$ cat src/rtl/cursor_frame_ctrl.sv
`default_nettype none
// ============================================================================
// Module   : cursor_frame_ctrl
// Purpose  : Once per video frame, commits the synchronised mouse position to
//            the cursor-draw stage at the start of vertical blanking. It clamps
//            the position to the visible area, maps it to a board cell and
//            issues one click pulse for each registered button press.
// Revision : 1.0 - initial release
// ============================================================================
module cursor_frame_ctrl #(
    parameter int H_ACTIVE  = 800,
    parameter int V_ACTIVE  = 600,
    parameter int BOARD_X0  = 100,
    parameter int BOARD_Y0  = 100,
    parameter int CELL_SIZE = 40,
    parameter int GRID_N    = 10
) (
    input  logic        clk,
    input  logic        rst,
    input  logic [11:0] x_in,
    input  logic [11:0] y_in,
    input  logic        left_in,
    input  logic        vblnk,
    output logic [11:0] x_pos,
    output logic [11:0] y_pos,
    output logic [3:0]  cell_x,
    output logic [3:0]  cell_y,
    output logic        cell_valid,
    output logic        click
);

    localparam logic        [11:0] c_X_MAX = 12'(H_ACTIVE - 1);
    localparam logic        [11:0] c_Y_MAX = 12'(V_ACTIVE - 1);
    localparam logic signed [12:0] c_BX0   = 13'(BOARD_X0);
    localparam logic signed [12:0] c_BY0   = 13'(BOARD_Y0);
    localparam logic signed [12:0] c_CELL  = 13'(CELL_SIZE);
    localparam logic signed [12:0] c_SPAN  = 13'(GRID_N * CELL_SIZE);

    typedef enum logic [1:0] {
        S_IDLE  = 2'd0,
        S_LATCH = 2'd1,
        S_DIV   = 2'd2,
        S_DONE  = 2'd3
    } state_t;

    state_t r_state;
    state_t w_next_state;

    logic [11:0]        r_x_s;
    logic [11:0]        r_y_s;
    logic               r_left_s;
    logic               r_left_q;
    logic               r_vblnk_s;
    logic               r_vblnk_q;
    logic               r_click_pending;
    logic               r_in_board;
    logic signed [12:0] r_rem_x;
    logic signed [12:0] r_rem_y;
    logic [3:0]         r_cnt_x;
    logic [3:0]         r_cnt_y;

    logic               w_vblnk_edge;
    logic               w_left_edge;
    logic [11:0]        w_x_clamp;
    logic [11:0]        w_y_clamp;
    logic signed [12:0] w_rem_x0;
    logic signed [12:0] w_rem_y0;
    logic               w_in_board0;
    logic               w_x_ge;
    logic               w_y_ge;

    assign w_vblnk_edge = r_vblnk_s & ~r_vblnk_q;
    assign w_left_edge  = r_left_s & ~r_left_q;
    assign w_x_clamp    = (r_x_s > c_X_MAX) ? c_X_MAX : r_x_s;
    assign w_y_clamp    = (r_y_s > c_Y_MAX) ? c_Y_MAX : r_y_s;
    // Clamped values are at most 12 bits, so a zero-extended 13-bit signed
    // subtraction cannot overflow and goes negative left of / above the board.
    assign w_rem_x0     = $signed({1'b0, w_x_clamp}) - c_BX0;
    assign w_rem_y0     = $signed({1'b0, w_y_clamp}) - c_BY0;
    assign w_in_board0  = (w_rem_x0 >= 13'sd0) && (w_rem_x0 < c_SPAN) &&
                          (w_rem_y0 >= 13'sd0) && (w_rem_y0 < c_SPAN);
    assign w_x_ge       = (r_rem_x >= c_CELL);
    assign w_y_ge       = (r_rem_y >= c_CELL);

    // Input synchroniser stage plus previous-value copies for edge detection.
    always_ff @(posedge clk) begin
        if (rst) begin
            r_x_s     <= '0;
            r_y_s     <= '0;
            r_left_s  <= 1'b0;
            r_left_q  <= 1'b0;
            r_vblnk_s <= 1'b0;
            r_vblnk_q <= 1'b0;
        end else begin
            r_x_s     <= x_in;
            r_y_s     <= y_in;
            r_left_s  <= left_in;
            r_left_q  <= r_left_s;
            r_vblnk_s <= vblnk;
            r_vblnk_q <= r_vblnk_s;
        end
    end

    // FSM state register.
    always_ff @(posedge clk) begin
        if (rst) begin
            r_state <= S_IDLE;
        end else begin
            r_state <= w_next_state;
        end
    end

    // Next-state decode. Click is a decoded output valid only in DONE.
    always_comb begin
        w_next_state = r_state;
        click        = 1'b0;
        case (r_state)
            S_IDLE: begin
                if (w_vblnk_edge) begin
                    w_next_state = S_LATCH;
                end
            end
            S_LATCH: begin
                w_next_state = S_DIV;
            end
            S_DIV: begin
                if (!r_in_board || (!w_x_ge && !w_y_ge)) begin
                    w_next_state = S_DONE;
                end
            end
            S_DONE: begin
                click        = r_click_pending & r_in_board;
                w_next_state = S_IDLE;
            end
            default: begin
                w_next_state = S_IDLE;
            end
        endcase
    end

    // Commit, repeated-subtraction divide and cell publication datapath.
    always_ff @(posedge clk) begin
        if (rst) begin
            x_pos      <= '0;
            y_pos      <= '0;
            cell_x     <= '0;
            cell_y     <= '0;
            cell_valid <= 1'b0;
            r_in_board <= 1'b0;
            r_rem_x    <= '0;
            r_rem_y    <= '0;
            r_cnt_x    <= '0;
            r_cnt_y    <= '0;
        end else begin
            case (r_state)
                S_LATCH: begin
                    x_pos      <= w_x_clamp;
                    y_pos      <= w_y_clamp;
                    r_rem_x    <= w_rem_x0;
                    r_rem_y    <= w_rem_y0;
                    r_cnt_x    <= '0;
                    r_cnt_y    <= '0;
                    r_in_board <= w_in_board0;
                end
                S_DIV: begin
                    if (w_x_ge) begin
                        r_rem_x <= r_rem_x - c_CELL;
                        r_cnt_x <= r_cnt_x + 4'd1;
                    end
                    if (w_y_ge) begin
                        r_rem_y <= r_rem_y - c_CELL;
                        r_cnt_y <= r_cnt_y + 4'd1;
                    end
                end
                S_DONE: begin
                    cell_valid <= r_in_board;
                    cell_x     <= r_in_board ? r_cnt_x : 4'd0;
                    cell_y     <= r_in_board ? r_cnt_y : 4'd0;
                end
                default: begin
                end
            endcase
        end
    end

    // A press edge takes priority over the DONE clear so it survives into
    // the following frame.
    always_ff @(posedge clk) begin
        if (rst) begin
            r_click_pending <= 1'b0;
        end else if (w_left_edge) begin
            r_click_pending <= 1'b1;
        end else if (r_state == S_DONE) begin
            r_click_pending <= 1'b0;
        end
    end

endmodule
`default_nettype wire

$ cat config.mk
export PLATFORM = sky130hd
export DESIGN_NAME = cursor_frame_ctrl
export DESIGN_NICKNAME = d
export VERILOG_FILES = /design/src/rtl/cursor_frame_ctrl.sv
export SDC_FILE = /design/constraint.sdc
export NUM_CORES = 1
export LEC_CHECK = 0
export BUFFER_PORTS_ARGS = -buffer_cell sky130_fd_sc_hd__buf_2
export CORE_UTILIZATION = 40
export DETAILED_ROUTE_END_ITERATION = 7
export PLACE_DENSITY = 0.57
export SKIP_LAST_GASP = 1
export SLEW_MARGIN = 20
export SYNTH_ARGS = -nofsm -noshare
export SYNTH_HDL_FRONTEND = slang
export SYNTH_SLANG_ARGS = --single-unit
export TNS_END_PERCENT = 30
$ cat constraint.sdc
create_clock -name clk -period 2.35 [get_ports clk]
set_input_delay 0.1175 -clock clk [delete_from_list [all_inputs] [get_ports clk]]
set_output_delay 0.1175 -clock clk [all_outputs]
set_load 0.01 [all_outputs]
==> results.toml, run 1 <==
[placement]
port-buffer-count = 61
placed_cells_incl_taps = 717
dp_hpwl_mm = 7.31
dp_slack_ps = 128
gp_congestion = 0.836
place_area_sq_um = 5020

[sta]
holdWs_ps = 214
clock_skew_ps = 7.85
fin_setup_tns_ps = 0
slew_headroom_pct = 61.6
worstMarginPinSlew_ps = 570
finalHoldViolCount = 0
rsz0062_at_grt = "yes"
fin_crit_ps = 2300
fin_crit_sh_pct = 97.9
slew_viol_final = 0
finalSetupViolCount = 0
clock.fmax_ghz = 0.435
worst_slack_ps = 49.0

[synthesis]
synth.distinct_cells = 65
synthArstFlopShare_pct = 0
ys_seq_area_share_pct = 44.2
synth_fa_ha_area_share_pct = 3.35
synthTopCellsByArea = "dfxtp_1 44%, nor2_1 5.6%, a21oi_1 5.2%"
synthMuxAreaShare_pct = 0.670
synthDominantCellAreaShare_pct = 44.2
ys_seq_elements = 99
yosysTopAreaCell = "dfxtp_1"
synthSimpleGateAreaFrac_pct = 25.3
synthTopCellsByCount = "99 x dfxtp_1, 67 x nor2_1, 47 x a21oi_1"
synth_top_family_by_area = "simple AND/OR/NAND/NOR gates"
avgSynthCellArea_sq_um = 8.52
synth_compound_area_share_pct = 19.5
synth-xor-area-share_pct = 2.74
synth_most_common_cell = "dfxtp_1"
synth_cells = 526
synth_fp_nets = 566
syn_area_sq_um = 4480
synth_edf_count = 0
synth-main-ff-cell = "dfxtp_1"
yosysWarningCount = 0

[cts]
clkTransAtPathRegs_ps = 90
root_buffer = "clkbuf_8"
cts_tree = "done"
cts_num_sinks = 99
worstSkewPairLatency_ps = 380
cts-buffers-inserted = 9
htreeDepth = 3
clk_path_buf_depth = 2

[pwr]
p_total_mw = 6.33
p_leak_nw = 2.20
power.density_nw_per_um2 = 1140
vdd_drop_max_mv = 0.528

[grt]
grt_pass1_wl_mm = 17.7
overflow = 0
grt_usage_pct = 19.8
antenna_found_initial = 0
grt_pass1_vias = 3648
grt_start_max_net_pins = 55

[floorplanning]
die_height_um = 108
io-pin-count = 62
core-area_sq_um = 10900
fp-row-count = 38
die_x_um = 108
initial_utilization_pct = 41.2
die_area_sq_um = 11600

[route]
drtAntennaViolNets = 0
post_drt_wl_per_cell_um = 14.0
drtPass1Iterations = 4
drcViolationCount = 0
drtIter0Drc = 186
routed_wirelength_mm = 10.7
routed-via-count = 3850
routed_via_density = 5.06

[cells_and_area]
fin_nets = 657
final-instance-count-excl-fill = 761
n_antenna_cell = 0
syn2layout_area_growth_pct = 24.1
final_design_area_no_fill_sq_um = 5560
final_core_util_pct = 51.1
drive_gt1_share_pct = 19.6

[setup_path]
crit_required_ps = 2640
endpoint_kind = "flip-flop"
worstSetupPathType = "flip-flop to flip-flop"
startpoint_type = "flip-flop"
reg2reg_slack_ps = 50
worstPathMaxFanout = 7
worst-endpoint-arrival_ps = 2590

[flow_run]
maxCapViolCount = 0

[status]
status = "finished clean"

[min_path]
worstHoldPathType = "input pin to flip-flop"
[registers in the layout, summed over array words and instances, names as in the netlist, 2 cells and up]
name	count
r_cnt_y	4
x_pos	12
cell_x	4
r_x_s	12
y_pos	12
r_rem_x	13
r_state	2
cell_y	4
r_y_s	12
r_rem_y	13
r_cnt_x	4
[critical path, stage by stage, from the launching register on]
cell and delay (ps):
dfxtp_1 320, o21ai_0 150, nand2_1 130, or2_2 320, nor2_1 250, ha_4 240, a21oi_4 80, or3b_2 190
a21boi_0 70, o22a_1 180, o41ai_2 280
[layout make-up]
| class | instances | area, sq um |
|---|---|---|
| clock buffers | 11 | 151 |
| multi-input cells | 382 | 2350 |
| fillers | 1006 | 5330 |
| clock inverters | 4 | 73.8 |
| well taps | 140 | 175 |
| repair buffers | 112 | 778 |
| flip-flops and latches | 99 | 1980 |
| inverters | 13 | 48.8 |
[worst paths after layout]
check                                from         end  cells after the start
worst max register to register   r_y_s[8]  r_in_board                     10
worst max-delay path             r_y_s[8]  r_in_board                     10
worst min register to register  r_vblnk_s   r_vblnk_q                      2
worst min-delay path                  rst  r_rem_y[2]                      2
[power breakdown]
group / internal (mW) / switching, mW / total [mW]
Clock: 0.652 / 0.583 / 1.24
Combinational: 1.20 / 1.62 / 2.83
Sequential: 2.00 / 0.269 / 2.27
Total: 3.86 / 2.48 / 6.33
[placed cells by master (no fill, tap or decap), drive strengths merged, types with 17 or more instances in the layout]
| master | synthesis | layout |
|---|---|---|
| o21ai | 31 | 31 |
| a21oi | 50 | 50 |
| nor3 | 17 | 17 |
| nor2 | 69 | 69 |
| nor2b | 33 | 33 |
| nand2b | 22 | 22 |
| buf | 5 | 86 |
| dfxtp | 99 | 99 |
| nand2 | 21 | 21 |
| dlygate4sd3 | 0 | 26 |
[cell families (layout without fill, tap and decap cells)]
kind of cell / count (synthesis) / in the layout
AOI/OAI and AO/OA: 138 / 138
DFF: 99 / 99
adders and majority gates: 12 / 12
and+or+nand+nor: 215 / 215
muxes: 3 / 3
xor gates and xnor gates: 14 / 14
buffers and inverters: 45 / 140
[layer usage]
| layer | wire [um] | global-route usage (%) | up-vias | share of wire, % |
|---|---|---|---|---|
| met2 | 4710 | 30.6 | 70 | 44 |
| met3 | 378 | 4.54 | 8 | 3.5 |
| li1 | - | - | 2023 | - |
| met5 | 0 | 0 | - | 0 |
| met1 | 5460 | 26.6 | 1749 | 51 |
| met4 | 128 | 7.73 | 0 | 1.2 |
[timing repair]
| item | 4_1_cts | 5_1_grt |
|---|---|---|
| setup endpoints to repair | 0 | 5 |
| hold buffers | 26 | 0 |
| resized for setup | 0 | 7 |
| buffers inserted | 0 | 3 |
| hold endpoints to repair | 26 | 0 |
(Power assumes the default switching activity.)
==> run 2, diff against run 1 <==
Settings changed: PLACE_DENSITY 0.57 to not set, PLACE_DENSITY_LB_ADDON set to 0.08.
==> run 2 against run 1 <==
Net effect: clock power is 19% lower; register-to-register slack better by 90 ps; sequential power hardly changed; design area is 1.0% lower; non-clock buffer count is 3 higher; critical path type unchanged; largest cell class unchanged.
==> results.toml, run 2 (synthesized netlist as in run 1, its figures left out) <==
[cts]
htreeDepth = 3
worstSkewPairLatency_ps = 380
clk_path_buf_depth = 2
cts-buffers-inserted = 9
cts_tree = "done"
clkTransAtPathRegs_ps = 100
root_buffer = "clkbuf_8"
cts_num_sinks = 99

[grt]
grt_pass1_wl_mm = 18.0
grt_usage_pct = 19.9
overflow = 0
grt_start_max_net_pins = 43
grt_pass1_vias = 3685
antenna_found_initial = 0

[route]
drtAntennaViolNets = 0
drtIter0Drc = 155
routed_via_density = 5.13
routed-via-count = 3928
post_drt_wl_per_cell_um = 14.1
drtPass1Iterations = 4
routed_wirelength_mm = 10.8
drcViolationCount = 0

[setup_path]
worstReg2RegEnd = "r_in_board"
crit_required_ps = 2620
r2r_start = "r_y_s[8]"
reg2reg_slack_ps = 140
endpoint_kind = "flip-flop"
endpoint = "r_in_board"
worstSetupPathType = "flip-flop to flip-flop"
reg2reg_depth = 10
startpoint = "r_y_s[8]"
startpoint_type = "flip-flop"
worst-endpoint-arrival_ps = 2480
worstPathMaxFanout = 7

[cells_and_area]
final_cell_mix = "98 x dfxtp_1, 66 x nor2_1, 61 x buf_2"
drive_gt1_share_pct = 19.8
syn2layout_area_growth_pct = 22.8
fillers = 1010
n_antenna_cell = 0
final-instance-count-excl-fill = 765
reg.largest.list = "r_rem_x x13, r_rem_y x13"
fin_nets = 660
final_common_cell = "dfxtp_1"
final_design_area_no_fill_sq_um = 5510

[sta]
holdWs_ps = 279
finalSetupViolCount = 0
clock.fmax_ghz = 0.452
fin_crit_ps = 2210
finalHoldViolCount = 0
rsz0062_at_grt = "yes"
fin_crit_sh_pct = 94.2
slew_headroom_pct = 48.9
worstMarginPinSlew_ps = 766
slew_viol_final = 0
clock_skew_ps = 9.10

[flow_run]
maxCapViolCount = 0

[pwr]
p_leak_nw = 2.18
intPower_mw = 3.58
power.net_switching_mw = 2.49
share_comb_of_total_power_pct = 46.2
vdd_drop_max_mv = 0.494
power_frac_clock_pct = 16.5
power.density_nw_per_um2 = 1100
seq_power_share_pct = 37.4
switching_share_pct = 41.1

[min_path]
worstHoldPathType = "input pin to flip-flop"

[floorplanning]
die_x_um = 108
die_height_um = 108
initial_utilization_pct = 41.2
fp-row-count = 38
io-pin-count = 62
core-area_sq_um = 10900
die_area_sq_um = 11600

[placement]
dp_hpwl_mm = 7.50
port-buffer-count = 61
place_area_sq_um = 5050
gp_congestion = 0.844
placed_cells_incl_taps = 723

[status]
status = "finished clean"
## run 2: what timing repair did
action / 4_1_cts / 5_1_grt
endpoints found under the hold margin: 26 / 0
gates resized for setup: 0 / 5
endpoints found under the setup margin: 0 / 2
setup buffers: 0 / 0
hold buffers: 26 / 0
## run 2: worst min-delay path by stage
| stage | slack, ps | startpoint | depth (start not counted) | endpoint |
|---|---|---|---|---|
| 6_report | 280 | rst | 2 | cell_x[0] |
| 5_1_grt | 310 | rst | 2 | cell_x[1] |
| 4_1_cts | 280 | rst | 2 | cell_x[0] |
| 3_5_place_dp | 330 | y_in[8] | 2 | r_y_s[8] |
| 3_3_place_gp | 330 | x_in[3] | 2 | r_x_s[3] |
| 2_1_floorplan | 250 | left_in | 1 | r_left_s |
## run 2: layer usage
layer	vias up	routed length (um)	global-route usage, %
li1	2030	-	-
met3	14	394	3.39
met5	-	0	0
met4	0	174	8.71
met2	90	4670	30.5
met1	1794	5520	27.4
## run 2: cell type report
class                           instances  area, sq um  area share, %
Sequential cell                        99         1980           36.0
Multi-Input combinational cell        382         2340           42.5
Timing Repair Buffer                  115          788           14.3
Inverter                               13         48.8          0.886
Tap cell                              140          175           3.18
Clock inverter                          7         43.8          0.795
Clock buffer                            9          124           2.25
## run 2: power by group through the flow
stage          Sequential [mW]  Combinational, mW  Clock [mW]
2_1_floorplan             2.28               1.98           0
3_3_place_gp              2.30               2.74           0
3_5_place_dp              2.30               2.76           0
4_1_cts                   2.27               2.81        1.04
5_1_grt                   2.32               3.16        1.10
6_report                  2.27               2.80        1.00
## run 2: metrics by stage
step                      utilization, %  setup TNS (ps)  power [mW]  setup slack (ps)
after global placement              46.4               0        5.04               178
after global routing                50.6           -63.4        6.57             -63.4
after CTS                           50.3               0        6.11              93.8
final                               50.6               0        6.07               137
after detailed placement            46.4               0        5.06               107
after floorplan                        -               0        4.25              6.48
## run 2: worst max-delay path: stages (launching register included)
cell	delay, ps
dfxtp_1	320
o21ai_0	140
nand2_1	110
nor2_1	160
nand2_1	110
ha_4	210
a21oi_4	180
or3b_2	450
a21boi_0	180
o22a_1	170
o41ai_1	80
==> run 3, diff against run 2 <==
Settings changed: CELL_PAD_IN_SITES_DETAIL_PLACEMENT set to 2, CELL_PAD_IN_SITES_GLOBAL_PLACEMENT set to 2, CORE_UTILIZATION 40 to 31.
==> run 3 against run 2 <==
Net effect: global-route usage rose by 0.20 points; first-iteration DRC count rose by 22%; flip-flop and latch count did not move; sequential power barely moved; design area rose by 4.1%; combinational power rose by 7%; clock power rose by 67%; clock skew fell by 0.62 ps; highest routed layer unchanged; clock-buffer cell count did not move.
==> results.toml, run 3 (synthesized netlist as in run 1, its figures left out) <==
[status]
status = "finished clean"

[placement]
gp_congestion = 0.796
dp_hpwl_mm = 10.2
port-buffer-count = 61
dp_slack_ps = 11.0
place_area_sq_um = 5140

[sta]
rsz0062_at_grt = "yes"
fin_setup_tns_ps = 0
finalHoldViolCount = 0
worst_slack_ps = 127
holdWs_ps = 5.92
finalSetupViolCount = 0
fin_crit_sh_pct = 94.6
slew_viol_final = 0
slew_headroom_pct = 59.2
clock.fmax_ghz = 0.450
fin_crit_ps = 2220
worstMarginPinSlew_ps = 613
clock_skew_ps = 8.47

[grt]
grt_pass1_vias = 4453
grt_pass1_wl_mm = 23.1
grt_start_max_net_pins = 48
overflow = 0
grt_usage_pct = 20.1
antenna_found_initial = 0

[route]
drtPass1Iterations = 4
routed_via_density = 5.17
post_drt_wl_per_cell_um = 17.3
drtAntennaViolNets = 0
routed-via-count = 4164
drtIter0Drc = 189
routed_wirelength_mm = 13.9
drcViolationCount = 0

[setup_path]
endpoint_kind = "flip-flop"
r2r_start = "r_y_s[8]"
cp_cell_sequence = "o21ai_1 -> nand2_2 -> or2_2 -> nor2_2 -> ha_2 -> buf_4 -> nor3_2 -> a21oi_1 -> a2bb2oi_1 -> o22a_1 -> o41ai_1"
critPathSlowestCell = "or2_2"
crit_required_ps = 2600
startpoint_type = "flip-flop"
path_buf_inv = 1
startpoint = "r_y_s[8]"
critPathMaxStageDelay_ps = 330
worstSetupPathType = "flip-flop to flip-flop"
cp_top_family = "compound AO/OA/AOI/OAI gates"
worst-endpoint-arrival_ps = 2470
worstPathMaxFanout = 5

[cells_and_area]
final_common_cell = "dfxtp_1"
fin_nets = 661
final_cell_mix = "97 x dfxtp_1, 65 x nor2_1, 61 x buf_2"
final_design_area_no_fill_sq_um = 5730
final_core_util_pct = 41.0
n_antenna_cell = 0
syn2layout_area_growth_pct = 27.9
reg.largest.list = "r_rem_x x13, r_rem_y x13"
drive_gt1_share_pct = 21.2

[pwr]
share_comb_of_total_power_pct = 43.0
p_leak_nw = 2.26
seq_power_share_pct = 33.0
power.net_switching_mw = 2.77
vdd_drop_max_mv = 0.410
intPower_mw = 4.18
power_frac_clock_pct = 24.0
switching_share_pct = 39.9
power.density_nw_per_um2 = 1210

[floorplanning]
die_x_um = 122
initial_utilization_pct = 32.0
fp-row-count = 43
io-pin-count = 62
core-area_sq_um = 14000
die_area_sq_um = 14900
die_height_um = 122

[cts]
cts_num_sinks = 99
clkTransAtPathRegs_ps = 70
cts-buffers-inserted = 9
worstSkewPairLatency_ps = 360
clk_path_buf_depth = 2
root_buffer = "clkbuf_16"
htreeDepth = 3
cts_tree = "done"

[min_path]
min_from = "x_in[11]"
worstHoldPathType = "input pin to flip-flop"

[flow_run]
maxCapViolCount = 0
[run 3: cell count changes in the layout (fill, tap and decap cells not counted), moves of 4 or more]
| cell | previous run | this run |
|---|---|---|
| clkbuf_8 | 9 | 0 |
| clkbuf_16 | 0 | 9 |
| dlygate4sd3_1 | 26 | 22 |
| clkinv_2 | 4 | 0 |
| buf_4 | 27 | 31 |
[run 3: stage by stage]
step / power (mW) / instances
floorplan: 4.25 / 526
global placement: 5.19 / 767
detailed placement: 5.30 / 767
CTS: 7.07 / 805
global route: 7.49 / 806
finish: 6.95 / 806
[run 3: power by group through the flow]
stage	sequential (mW)	clock, mW	combinational (mW)
after global placement	2.30	0	2.89
final	2.29	1.67	2.99
after global routing	2.34	1.79	3.36
after detailed placement	2.32	0	2.98
after floorplan	2.28	0	1.98
after CTS	2.29	1.73	3.04
[run 3: worst register-to-register path: cells and delay by family, from the launching register on]
family / cells / cell delay (ps)
buf+inv: 1 / 160
fa+ha+maj: 1 / 240
compound gates: 5 / 780
flops: 1 / 310
simple gates: 4 / 620
[run 3: worst paths after layout]
check / end / slack (ps) / cells past startpoint
hold / removal: r_x_s[11] / 6 / 2
setup / recovery: r_in_board / 130 / 11
setup reg to reg: r_in_board / 130 / 11
hold reg to reg: r_vblnk_q / 450 / 2
[run 3: layer usage]
metal,track usage [%],vias up,wire (um)
li1,-,2033,-
met1,25.7,2057,6650
met2,34.0,61,6720
met3,4.09,13,392
met4,6.10,0,180
met5,0,-,0
[run 3: final cells by class]
type,count,area [sq um]
well taps,180,225
clock buffers,9,225
inverters,13,48.8
repair buffers,116,798
flip-flops and latches,99,1980
clock inverters,7,108
multi-input cells,382,2340
fillers,1570,8260
[run 3: what timing repair did]
action                     CTS  global route
gates resized for setup      1             9
buffers inserted             1             0
hold endpoints to repair    21             1
pin swaps                    1             1
setup endpoints to repair    1             8
hold buffers                21             1
